**config.mk**
```make
export PLATFORM = sky130hd
export DESIGN_NAME = alu_arbiter_flat
export DESIGN_NICKNAME = d
export VERILOG_FILES = /design/src/rtl/alu_arbiter_if.sv /design/src/rtl/alu_arbiter.sv /design/src/flat_wrapper.sv
export SDC_FILE = /design/constraint.sdc
export NUM_CORES = 1
export LEC_CHECK = 0
export BUFFER_PORTS_ARGS = -buffer_cell sky130_fd_sc_hd__buf_2
export CAP_MARGIN = 20
export CORE_MARGIN = 3
export CORE_UTILIZATION = 34
export DETAILED_ROUTE_END_ITERATION = 10
export GPL_TIMING_DRIVEN = 0
export PLACE_DENSITY = 0.7
export SYNTH_ARGS = -nofsm -noshare
export SYNTH_HDL_FRONTEND = slang
export SYNTH_SLANG_ARGS = --single-unit
```
**constraint.sdc**
```tcl
create_clock -name clk -period 2.05 [get_ports clk]
set_clock_uncertainty 0.2 [all_clocks]
set_input_delay 0.41 -clock clk [delete_from_list [all_inputs] [get_ports clk]]
set_output_delay 0.41 -clock clk [all_outputs]
set_load 0.005 [all_outputs]
```
**src/rtl/alu_arbiter_if.sv**
```systemverilog
// Bundle for alu_arbiter: two requester ports, shared response bus and the
// ALU drive/return signals. The slave modport is the arbiter's view; the
// master modport is the view of the requesters plus the external ALU.
`timescale 1ns/1ps
interface alu_arbiter_if #(
   parameter int unsigned DATA_WIDTH = 32,
   parameter int unsigned OP_WIDTH   = 4
) ();
   logic                  req_valid_0;
   logic                  req_valid_1;
   logic                  req_ready_0;
   logic                  req_ready_1;
   logic [DATA_WIDTH-1:0] req_a_0;
   logic [DATA_WIDTH-1:0] req_a_1;
   logic [DATA_WIDTH-1:0] req_b_0;
   logic [DATA_WIDTH-1:0] req_b_1;
   logic [OP_WIDTH-1:0]   req_op_0;
   logic [OP_WIDTH-1:0]   req_op_1;
   logic                  resp_valid_0;
   logic                  resp_valid_1;
   logic                  resp_ready_0;
   logic                  resp_ready_1;
   logic [DATA_WIDTH-1:0] resp_result;
   logic                  resp_zero;
   logic [DATA_WIDTH-1:0] alu_a;
   logic [DATA_WIDTH-1:0] alu_b;
   logic [OP_WIDTH-1:0]   alu_opcode;
   logic [DATA_WIDTH-1:0] alu_result;
   logic                  alu_zero;

   modport slave (
      input  req_valid_0, req_valid_1, req_a_0, req_a_1, req_b_0, req_b_1,
             req_op_0, req_op_1, resp_ready_0, resp_ready_1, alu_result, alu_zero,
      output req_ready_0, req_ready_1, resp_valid_0, resp_valid_1,
             resp_result, resp_zero, alu_a, alu_b, alu_opcode
   );

   modport master (
      output req_valid_0, req_valid_1, req_a_0, req_a_1, req_b_0, req_b_1,
             req_op_0, req_op_1, resp_ready_0, resp_ready_1, alu_result, alu_zero,
      input  req_ready_0, req_ready_1, resp_valid_0, resp_valid_1,
             resp_result, resp_zero, alu_a, alu_b, alu_opcode
   );
endinterface

```
**src/rtl/alu_arbiter.sv**
```systemverilog
// alu_arbiter: round-robin sharing of one combinational ALU between the
// execute stage (port 0) and the AGU/branch-compare unit (port 1).
// Issue register drives the ALU; a response register returns result/zero
// to the originating port. Optional performance counters: ALU_ARB_PERF_EN.
`timescale 1ns/1ps
module alu_arbiter #(
   parameter int unsigned DATA_WIDTH = 32,
   parameter int unsigned OP_WIDTH   = 4
) (
   input  logic        clk,
   input  logic        rst,
`ifdef ALU_ARB_PERF_EN
   output logic [31:0] grant_cnt_0,
   output logic [31:0] grant_cnt_1,
   output logic [31:0] stall_cnt,
`endif
   alu_arbiter_if.slave bus
);

   localparam int unsigned CNT_WIDTH = 32;

   // Issue stage
   logic                  iss_valid_q, iss_valid_d;
   logic                  iss_id_q, iss_id_d;
   logic [DATA_WIDTH-1:0] iss_a_q, iss_a_d;
   logic [DATA_WIDTH-1:0] iss_b_q, iss_b_d;
   logic [OP_WIDTH-1:0]   iss_op_q, iss_op_d;
   // Response stage
   logic                  rsp_valid_q, rsp_valid_d;
   logic                  rsp_id_q, rsp_id_d;
   logic [DATA_WIDTH-1:0] rsp_result_q, rsp_result_d;
   logic                  rsp_zero_q, rsp_zero_d;
   // Arbitration history: 1 means port 0 wins the next tie
   logic                  last_grant_q, last_grant_d;

   logic rsp_free_c, iss_adv_c;
   logic grant_0_c, grant_1_c;
   logic ready_0_c, ready_1_c;
   logic accept_0_c, accept_1_c;

   // Stage availability, round-robin grant and request handshake
   always_comb begin
      rsp_free_c = !rsp_valid_q || (rsp_id_q ? bus.resp_ready_1 : bus.resp_ready_0);
      iss_adv_c  = !iss_valid_q || rsp_free_c;
      grant_0_c  = bus.req_valid_0 && (!bus.req_valid_1 || last_grant_q);
      grant_1_c  = bus.req_valid_1 && (!bus.req_valid_0 || !last_grant_q);
      ready_0_c  = grant_0_c && iss_adv_c && !rst;
      ready_1_c  = grant_1_c && iss_adv_c && !rst;
      accept_0_c = bus.req_valid_0 && ready_0_c;
      accept_1_c = bus.req_valid_1 && ready_1_c;
   end

   // Next-state for issue/response stages and grant history
   always_comb begin
      iss_valid_d  = iss_valid_q;
      iss_id_d     = iss_id_q;
      iss_a_d      = iss_a_q;
      iss_b_d      = iss_b_q;
      iss_op_d     = iss_op_q;
      rsp_valid_d  = rsp_valid_q;
      rsp_id_d     = rsp_id_q;
      rsp_result_d = rsp_result_q;
      rsp_zero_d   = rsp_zero_q;
      last_grant_d = last_grant_q;

      if (iss_valid_q && rsp_free_c) begin
         rsp_valid_d  = 1'b1;
         rsp_id_d     = iss_id_q;
         rsp_result_d = bus.alu_result;
         rsp_zero_d   = bus.alu_zero;
         iss_valid_d  = 1'b0;
      end else if (rsp_valid_q && rsp_free_c) begin
         rsp_valid_d  = 1'b0;
      end

      if (accept_0_c || accept_1_c) begin
         iss_valid_d  = 1'b1;
         iss_id_d     = accept_1_c;
         iss_a_d      = accept_1_c ? bus.req_a_1  : bus.req_a_0;
         iss_b_d      = accept_1_c ? bus.req_b_1  : bus.req_b_0;
         iss_op_d     = accept_1_c ? bus.req_op_1 : bus.req_op_0;
         last_grant_d = accept_1_c;
      end
   end

   // State registers, synchronous reset discards in-flight entries
   always_ff @(posedge clk) begin
      if (rst) begin
         iss_valid_q  <= 1'b0;
         iss_id_q     <= 1'b0;
         iss_a_q      <= '0;
         iss_b_q      <= '0;
         iss_op_q     <= '0;
         rsp_valid_q  <= 1'b0;
         rsp_id_q     <= 1'b0;
         rsp_result_q <= '0;
         rsp_zero_q   <= 1'b0;
         last_grant_q <= 1'b1;
      end else begin
         iss_valid_q  <= iss_valid_d;
         iss_id_q     <= iss_id_d;
         iss_a_q      <= iss_a_d;
         iss_b_q      <= iss_b_d;
         iss_op_q     <= iss_op_d;
         rsp_valid_q  <= rsp_valid_d;
         rsp_id_q     <= rsp_id_d;
         rsp_result_q <= rsp_result_d;
         rsp_zero_q   <= rsp_zero_d;
         last_grant_q <= last_grant_d;
      end
   end

   assign bus.req_ready_0  = ready_0_c;
   assign bus.req_ready_1  = ready_1_c;
   assign bus.resp_valid_0 = rsp_valid_q && !rsp_id_q;
   assign bus.resp_valid_1 = rsp_valid_q && rsp_id_q;
   assign bus.resp_result  = rsp_result_q;
   assign bus.resp_zero    = rsp_zero_q;
   assign bus.alu_a        = iss_a_q;
   assign bus.alu_b        = iss_b_q;
   assign bus.alu_opcode   = iss_op_q;

`ifdef ALU_ARB_PERF_EN
   logic [CNT_WIDTH-1:0] grant_cnt_0_q, grant_cnt_1_q, stall_cnt_q;
   logic                 stall_c;

   assign stall_c = (bus.req_valid_0 || bus.req_valid_1) && !(ready_0_c || ready_1_c);

   // Accept and stall counters, wrapping at full scale
   always_ff @(posedge clk) begin
      if (rst) begin
         grant_cnt_0_q <= '0;
         grant_cnt_1_q <= '0;
         stall_cnt_q   <= '0;
      end else begin
         if (accept_0_c) grant_cnt_0_q <= CNT_WIDTH'(grant_cnt_0_q + 1'b1);
         if (accept_1_c) grant_cnt_1_q <= CNT_WIDTH'(grant_cnt_1_q + 1'b1);
         if (stall_c)    stall_cnt_q   <= CNT_WIDTH'(stall_cnt_q + 1'b1);
      end
   end

   assign grant_cnt_0 = grant_cnt_0_q;
   assign grant_cnt_1 = grant_cnt_1_q;
   assign stall_cnt   = stall_cnt_q;
`else
   localparam int unsigned UNUSED_CNT_WIDTH = CNT_WIDTH;
`endif

endmodule

```
**src/flat_wrapper.sv**
```systemverilog
// flat-port wrapper written by rule: the top's interface ports become plain ports
module alu_arbiter_flat 
#(
   parameter int unsigned DATA_WIDTH = 32,
   parameter int unsigned OP_WIDTH   = 4
)
  (clk, rst, bus_req_valid_0, bus_req_valid_1, bus_req_a_0, bus_req_a_1, bus_req_b_0, bus_req_b_1, bus_req_op_0, bus_req_op_1, bus_resp_ready_0, bus_resp_ready_1, bus_alu_result, bus_alu_zero, bus_req_ready_0, bus_req_ready_1, bus_resp_valid_0, bus_resp_valid_1, bus_resp_result, bus_resp_zero, bus_alu_a, bus_alu_b, bus_alu_opcode);
  alu_arbiter_if #(.DATA_WIDTH(DATA_WIDTH), .OP_WIDTH(OP_WIDTH)) bus_i ();
  input  logic clk;
  input  logic rst;
  input wire logic [$bits(bus_i.req_valid_0)-1:0] bus_req_valid_0;
  input wire logic [$bits(bus_i.req_valid_1)-1:0] bus_req_valid_1;
  input wire logic [$bits(bus_i.req_a_0)-1:0] bus_req_a_0;
  input wire logic [$bits(bus_i.req_a_1)-1:0] bus_req_a_1;
  input wire logic [$bits(bus_i.req_b_0)-1:0] bus_req_b_0;
  input wire logic [$bits(bus_i.req_b_1)-1:0] bus_req_b_1;
  input wire logic [$bits(bus_i.req_op_0)-1:0] bus_req_op_0;
  input wire logic [$bits(bus_i.req_op_1)-1:0] bus_req_op_1;
  input wire logic [$bits(bus_i.resp_ready_0)-1:0] bus_resp_ready_0;
  input wire logic [$bits(bus_i.resp_ready_1)-1:0] bus_resp_ready_1;
  input wire logic [$bits(bus_i.alu_result)-1:0] bus_alu_result;
  input wire logic [$bits(bus_i.alu_zero)-1:0] bus_alu_zero;
  output wire logic [$bits(bus_i.req_ready_0)-1:0] bus_req_ready_0;
  output wire logic [$bits(bus_i.req_ready_1)-1:0] bus_req_ready_1;
  output wire logic [$bits(bus_i.resp_valid_0)-1:0] bus_resp_valid_0;
  output wire logic [$bits(bus_i.resp_valid_1)-1:0] bus_resp_valid_1;
  output wire logic [$bits(bus_i.resp_result)-1:0] bus_resp_result;
  output wire logic [$bits(bus_i.resp_zero)-1:0] bus_resp_zero;
  output wire logic [$bits(bus_i.alu_a)-1:0] bus_alu_a;
  output wire logic [$bits(bus_i.alu_b)-1:0] bus_alu_b;
  output wire logic [$bits(bus_i.alu_opcode)-1:0] bus_alu_opcode;
  assign bus_i.req_valid_0 = bus_req_valid_0;
  assign bus_i.req_valid_1 = bus_req_valid_1;
  assign bus_i.req_a_0 = bus_req_a_0;
  assign bus_i.req_a_1 = bus_req_a_1;
  assign bus_i.req_b_0 = bus_req_b_0;
  assign bus_i.req_b_1 = bus_req_b_1;
  assign bus_i.req_op_0 = bus_req_op_0;
  assign bus_i.req_op_1 = bus_req_op_1;
  assign bus_i.resp_ready_0 = bus_resp_ready_0;
  assign bus_i.resp_ready_1 = bus_resp_ready_1;
  assign bus_i.alu_result = bus_alu_result;
  assign bus_i.alu_zero = bus_alu_zero;
  assign bus_req_ready_0 = bus_i.req_ready_0;
  assign bus_req_ready_1 = bus_i.req_ready_1;
  assign bus_resp_valid_0 = bus_i.resp_valid_0;
  assign bus_resp_valid_1 = bus_i.resp_valid_1;
  assign bus_resp_result = bus_i.resp_result;
  assign bus_resp_zero = bus_i.resp_zero;
  assign bus_alu_a = bus_i.alu_a;
  assign bus_alu_b = bus_i.alu_b;
  assign bus_alu_opcode = bus_i.alu_opcode;
  alu_arbiter #(.DATA_WIDTH(DATA_WIDTH), .OP_WIDTH(OP_WIDTH)) u_core (.clk(clk), .rst(rst), .bus(bus_i));
endmodule
```
Word level (Yosys, flattened, before mapping). Index checks and enable logic that the tools add are counted.

Output and inout port bits: 105. Flip-flop bits (word level): 106. Word-level logic and storage cells: 44. Input port bits: 175.

Mux-type cells: 8. Reduce and logical (&&, ||, !) cells: 26.

Operators by type and width (number): $mux 32 (2); $logic_and 1x1->1 (12); $logic_not 1->1 (7); $logic_or 1x1->1 (5); $mux 1 (5); $mux 4 (1); $reduce_bool 2->1 (2).

Longest topological paths before layout.
Depth after elaboration: 8. Mapped depth: 7. Gate-level depth less buffers: 3.

Least setup slack after synthesis. No wires, ideal clock.

Path kind: input-to-output. Start point: in bus_req_valid_0. End point: out bus_req_ready_1. Path buffers: 4. Required time: 1440 ps. Setup slack: -43 ps. Stages on the path: 7. Data arrival time: 1483 ps. Path through: buf_2 > a21bo_2 > buf_2 > buf_2 > buf_2 > a21o_1 > nor2_1.

Longest elaborated chain between the ends: 5.

RTL lines: start: declaration (RTL line flat_wrapper.sv:11) `input wire logic [$bits(bus_i.req_valid_0)-1:0] bus_req_valid_0;`; $logic_not 1->1 (RTL line alu_arbiter.sv:46) `grant_1_c = bus.req_valid_1 && (!bus.req_valid_0 || !last_grant_q);`; $logic_or 1x1->1 (RTL line alu_arbiter.sv:46); $logic_and 1x1->1 (RTL line alu_arbiter.sv:46); $logic_and 1x1->1 (2 in series) (RTL line alu_arbiter.sv:48) `ready_1_c = grant_1_c && iss_adv_c && !rst;`; end: declaration (RTL line flat_wrapper.sv:24) `output wire logic [$bits(bus_i.req_ready_1)-1:0] bus_req_ready_1;`.

No other way between the ends.

Final worst setup path.
Start point: reg u_core.rsp_id_q. End point: out bus_req_ready_0.

Longest elaborated chain between the ends: 5.

RTL lines: start: declaration (RTL line alu_arbiter.sv:30) `logic rsp_id_q, rsp_id_d;`; start signal: assignment (RTL line alu_arbiter.sv:106) `rsp_id_q <= rsp_id_d;`; $mux 1 (RTL line alu_arbiter.sv:43) `rsp_free_c = !rsp_valid_q || (rsp_id_q ? bus.resp_ready_1 : bus.resp_ready_0);`; $logic_or 1x1->1 (RTL line alu_arbiter.sv:43); $logic_or 1x1->1 (RTL line alu_arbiter.sv:44) `iss_adv_c = !iss_valid_q || rsp_free_c;`; $logic_and 1x1->1 (2 in series) (RTL line alu_arbiter.sv:47) `ready_0_c = grant_0_c && iss_adv_c && !rst;`; end: declaration (RTL line flat_wrapper.sv:23) `output wire logic [$bits(bus_i.req_ready_0)-1:0] bus_req_ready_0;`.

No other way between the ends.

==> flow_metrics.py <==
metrics = {
    "pwr": {
        "power_density_nw_per_um2": 678,
        "p_seq_share_pct": 43.5,
        "p_int_mw": 3.78,
        "sw_frac_of_total_pct": 30.0,
        "vdd_ir_drop_max_uv": 350,
        "combPwrFrac_pct": 23.3,
        "p_sw_mw": 1.62,
        "p_clk_share_pct": 33.2,
        "p_leak_nw": 3.49,
    },
    "worst_setup_path": {
        "critPathTopFamily": "buffers and inverters",
        "end_kind": "primary output",
        "path_common_cell": "buf_6",
        "crit_chain": "mux2i_4 > buf_6 > a221oi_4 > buf_6 > and2_4 > buf_6",
        "critPathLaunchType": "flip-flop",
        "timing.rr.end": "u_core.bus.alu_b[29]$_SDFFE_PP0P_",
        "r2r_start": "u_core.rsp_id_q$_SDFFE_PP0P_",
        "critPathBufInv": 3,
        "worstPathArrival_ns": 1.64,
        "worstPathRequired_ns": 1.44,
        "reg2regPathDepth": 6,
        "critPathMaxStageDelay_ns": 0.36,
        "crit_path_max_fanout": 2,
        "reg2reg_setup_slack_ns": -0.03,
        "setup.worst_path.class": "flip-flop to primary output",
        "cp_slowest_cell": "dfxtp_4",
    },
    "layout": {
        "fillers": 1629,
        "fin_nets": 1129,
        "final_area_um2": 7970,
        "syn_to_final_growth_pct": 39.4,
        "stdcell_count": 1177,
        "regArea_um2": 2130,
        "drive_gt1_share_pct": 38.0,
        "multi_input_area_um2": 3030,
    },
    "detailed_routing": {
        "drt_iter0_drc": 343,
        "via_per_inst": 5.49,
        "dr.pass1.iters": 5,
        "vias": 6462,
        "ant_nets": 0,
        "wl_per_cell_um": 18.5,
        "finalWirelength_um": 21800,
        "drc": 0,
    },
    "sta": {
        "setup_violations": 4,
        "fmax_mhz": 445,
        "relSlewSlack_pct": 64.8,
        "drv_slew": 0,
        "finalCritPeriodShare_pct": 110,
        "finalHoldViolations": 0,
        "setup_slack_ns": -0.196,
        "rsz0062_at_grt": "yes",
        "tightest_slew_ns": 0.528,
        "fin_crit_ns": 2.25,
    },
    "placed_design": {
        "pre_cts_slack_ns": -0.532,
        "dp_hpwl_um": 15900,
        "place_congestion": 0.808,
        "dpl.cell_count": 1148,
        "port_buffers": 276,
        "place_area_um2": 7390,
    },
    "yosys": {
        "avgSynthCellArea_um2": 8.71,
        "async_flop_share_pct": 0,
        "synthCells": 656,
        "netlist.area_leader.share_pct": 37.1,
        "synthMostInstantiatedCell": "dfxtp_1",
        "yosys_warnings": 0,
        "synth_flop_cell": "dfxtp_1",
        "synth_area_um2": 5720,
        "post_synth_main_area_contributors": "dfxtp_1 37%, o32ai_1 10%, a2111oi_0 9.7%, a211oi_1 9.1%, nand3b_1 8.9%",
        "synth_common_cells": "106 x dfxtp_1, 70 x inv_1, 69 x a211oi_1",
        "synth_largest_area_cell": "dfxtp_1",
        "synth-edff-count": 0,
        "syn_nets": 831,
        "yosysSeqAreaShare_pct": 37.1,
        "synth-seq-cells": 106,
        "synthDistinctLibCells": 25,
    },
    "clock_tree": {
        "h-tree-depth": 3,
        "root_buffer": "clkbuf_16",
        "cts_buffers": 9,
        "clkSinkCount": 106,
        "tritoncts": "done",
        "clk_latency_ns": 0.34,
        "clk_pin_slew_ns": 0.08,
        "clock_path_buffers": 2,
        "hold_buffers": 0,
    },
    "die": {
        "initial_utilization_pct": 35.3,
        "dieArea_um2": 18400,
        "die_h_um": 136,
        "ios": 280,
        "core_area_um2": 16200,
        "num_rows": 46,
        "die_x_um": 136,
    },
    "min_path": {
        "hold_start": "bus_req_a_0[18]",
        "hold_path.class": "input pin to flip-flop",
        "hold_depth": 3,
        "hold_end": "u_core.bus.alu_a[18]$_SDFFE_PP0P_",
    },
    "global_routing": {
        "antenna_found_initial": 5,
        "grt_pass1_vias": 6260,
        "grt_pass1_wl_um": 33200,
        "grt-ovfl-total": 0,
        "grt_max_degree": 19,
        "grt_use_total_pct": 22.4,
    },
    "job": {
        "drv_cap": 0,
    },
    "run_status": {
        "run_status": "finished, violations left",
        "violations": "setup timing",
    },
}
## cell families after synthesis
logic type / share of synthesized area [%]
mux: 6.54
compound gates: 31.0
flops: 37.1
simple gates: 14.0
buf+inv: 11.3
## power by group through the flow
| stage | Sequential (mW) | Combinational [mW] | Clock [mW] |
|---|---|---|---|
| finish | 2.35 | 1.26 | 1.80 |
| global route | 2.37 | 1.37 | 1.94 |
| CTS | 2.35 | 1.22 | 1.84 |
| detailed placement | 2.39 | 1.17 | 0 |
| global placement | 2.39 | 1.16 | 0 |
| floorplan | 2.40 | 0.605 | 0 |
## layer usage
layer / GRT usage (%) / up-vias / wire (µm)
met3: 5.42 / 35 / 1670
met2: 37.0 / 279 / 10500
li1: - / 3120 / -
met5: 0 / - / 44
met1: 29.2 / 3022 / 9240
met4: 6.61 / 6 / 333
## worst register-to-register path: cells and delay by family, from the launching register on
| family | cells | cell delay, ns |
|---|---|---|
| buf+inv | 3 | 0.58 |
| compound gates | 2 | 0.50 |
| flops | 1 | 0.36 |
| mux | 1 | 0.34 |
## per-stage QoR
step / power (mW) / TNS (ns) / util, % / hold WS [ns]
after floorplan: 3.00 / -0.0161 / - / 0.247
after global placement: 3.55 / -16.49 / 45.7 / 0.240
after detailed placement: 3.57 / -17.93 / 45.7 / 0.246
after CTS: 5.41 / -0.735 / 48.8 / 0.0857
after global routing: 5.69 / -2.42 / 49.3 / 0.0953
final: 5.41 / -0.356 / 49.3 / 0.102
## state kept, by name, summed over array words and instances (netlist names)
| register | cells |
|---|---|
| u_core.rsp_id_q | 1 |
| u_core.bus.resp_result | 32 |
| u_core.bus.alu_b | 32 |
| u_core.bus.alu_opcode | 4 |
| u_core.last_grant_q | 1 |
| u_core.iss_valid_q | 1 |
| u_core.bus.resp_zero | 1 |
| u_core.rsp_valid_q | 1 |
| u_core.iss_id_q | 1 |
| u_core.bus.alu_a | 32 |
## area by class of cell
| type | count | share of cell area (%) |
|---|---|---|
| sequential | 106 | 26.8 |
| inverter | 71 | 3.34 |
| buffer | 82 | 5.54 |
| tap | 216 | 3.39 |
| timing repair buffer | 293 | 19.1 |
| multi-input combinational | 391 | 38.0 |
| clock inverter | 7 | 0.957 |
| clock buffer | 9 | 2.83 |
| antenna | 2 | 0.0628 |
## worst max path at each step
stage / slack (ns) / depth (start not counted) / to / from
final: -0.20 / 6 / bus_req_ready_0 / u_core.rsp_id_q$_SDFFE_PP0P_
after global routing: -0.26 / 6 / bus_req_ready_0 / u_core.rsp_id_q$_SDFFE_PP0P_
after CTS: -0.23 / 6 / bus_req_ready_0 / u_core.rsp_id_q$_SDFFE_PP0P_
after detailed placement: -0.53 / 7 / bus_req_ready_0 / u_core.rsp_valid_q$_SDFFE_PP0P_
after global placement: -0.52 / 5 / bus_req_ready_0 / rst
after floorplan: -0.02 / 7 / bus_req_ready_1 / bus_req_valid_1
## repair_timing
item / 4_1_cts / 5_1_grt
gates cloned: 0 / 0
pin swaps: 5 / 9
setup endpoints to repair: 104 / 88
setup buffers: 13 / 4
gates resized for setup: 47 / 56
## cells in the final DEF (no fill, tap or decap), types with 34 or more instances in the layout
cell / synthesis / routed
a211oi_1: 69 / 69
dfxtp_1: 106 / 102
buf_2: 17 / 285
nand3b_1: 68 / 68
mux2i_1: 34 / 34
a2111oi_1: 5 / 36
o32ai_1: 68 / 68
nand2_1: 68 / 68
inv_1: 70 / 70
clkbuf_1: 64 / 42
(Power assumes the default switching activity.)
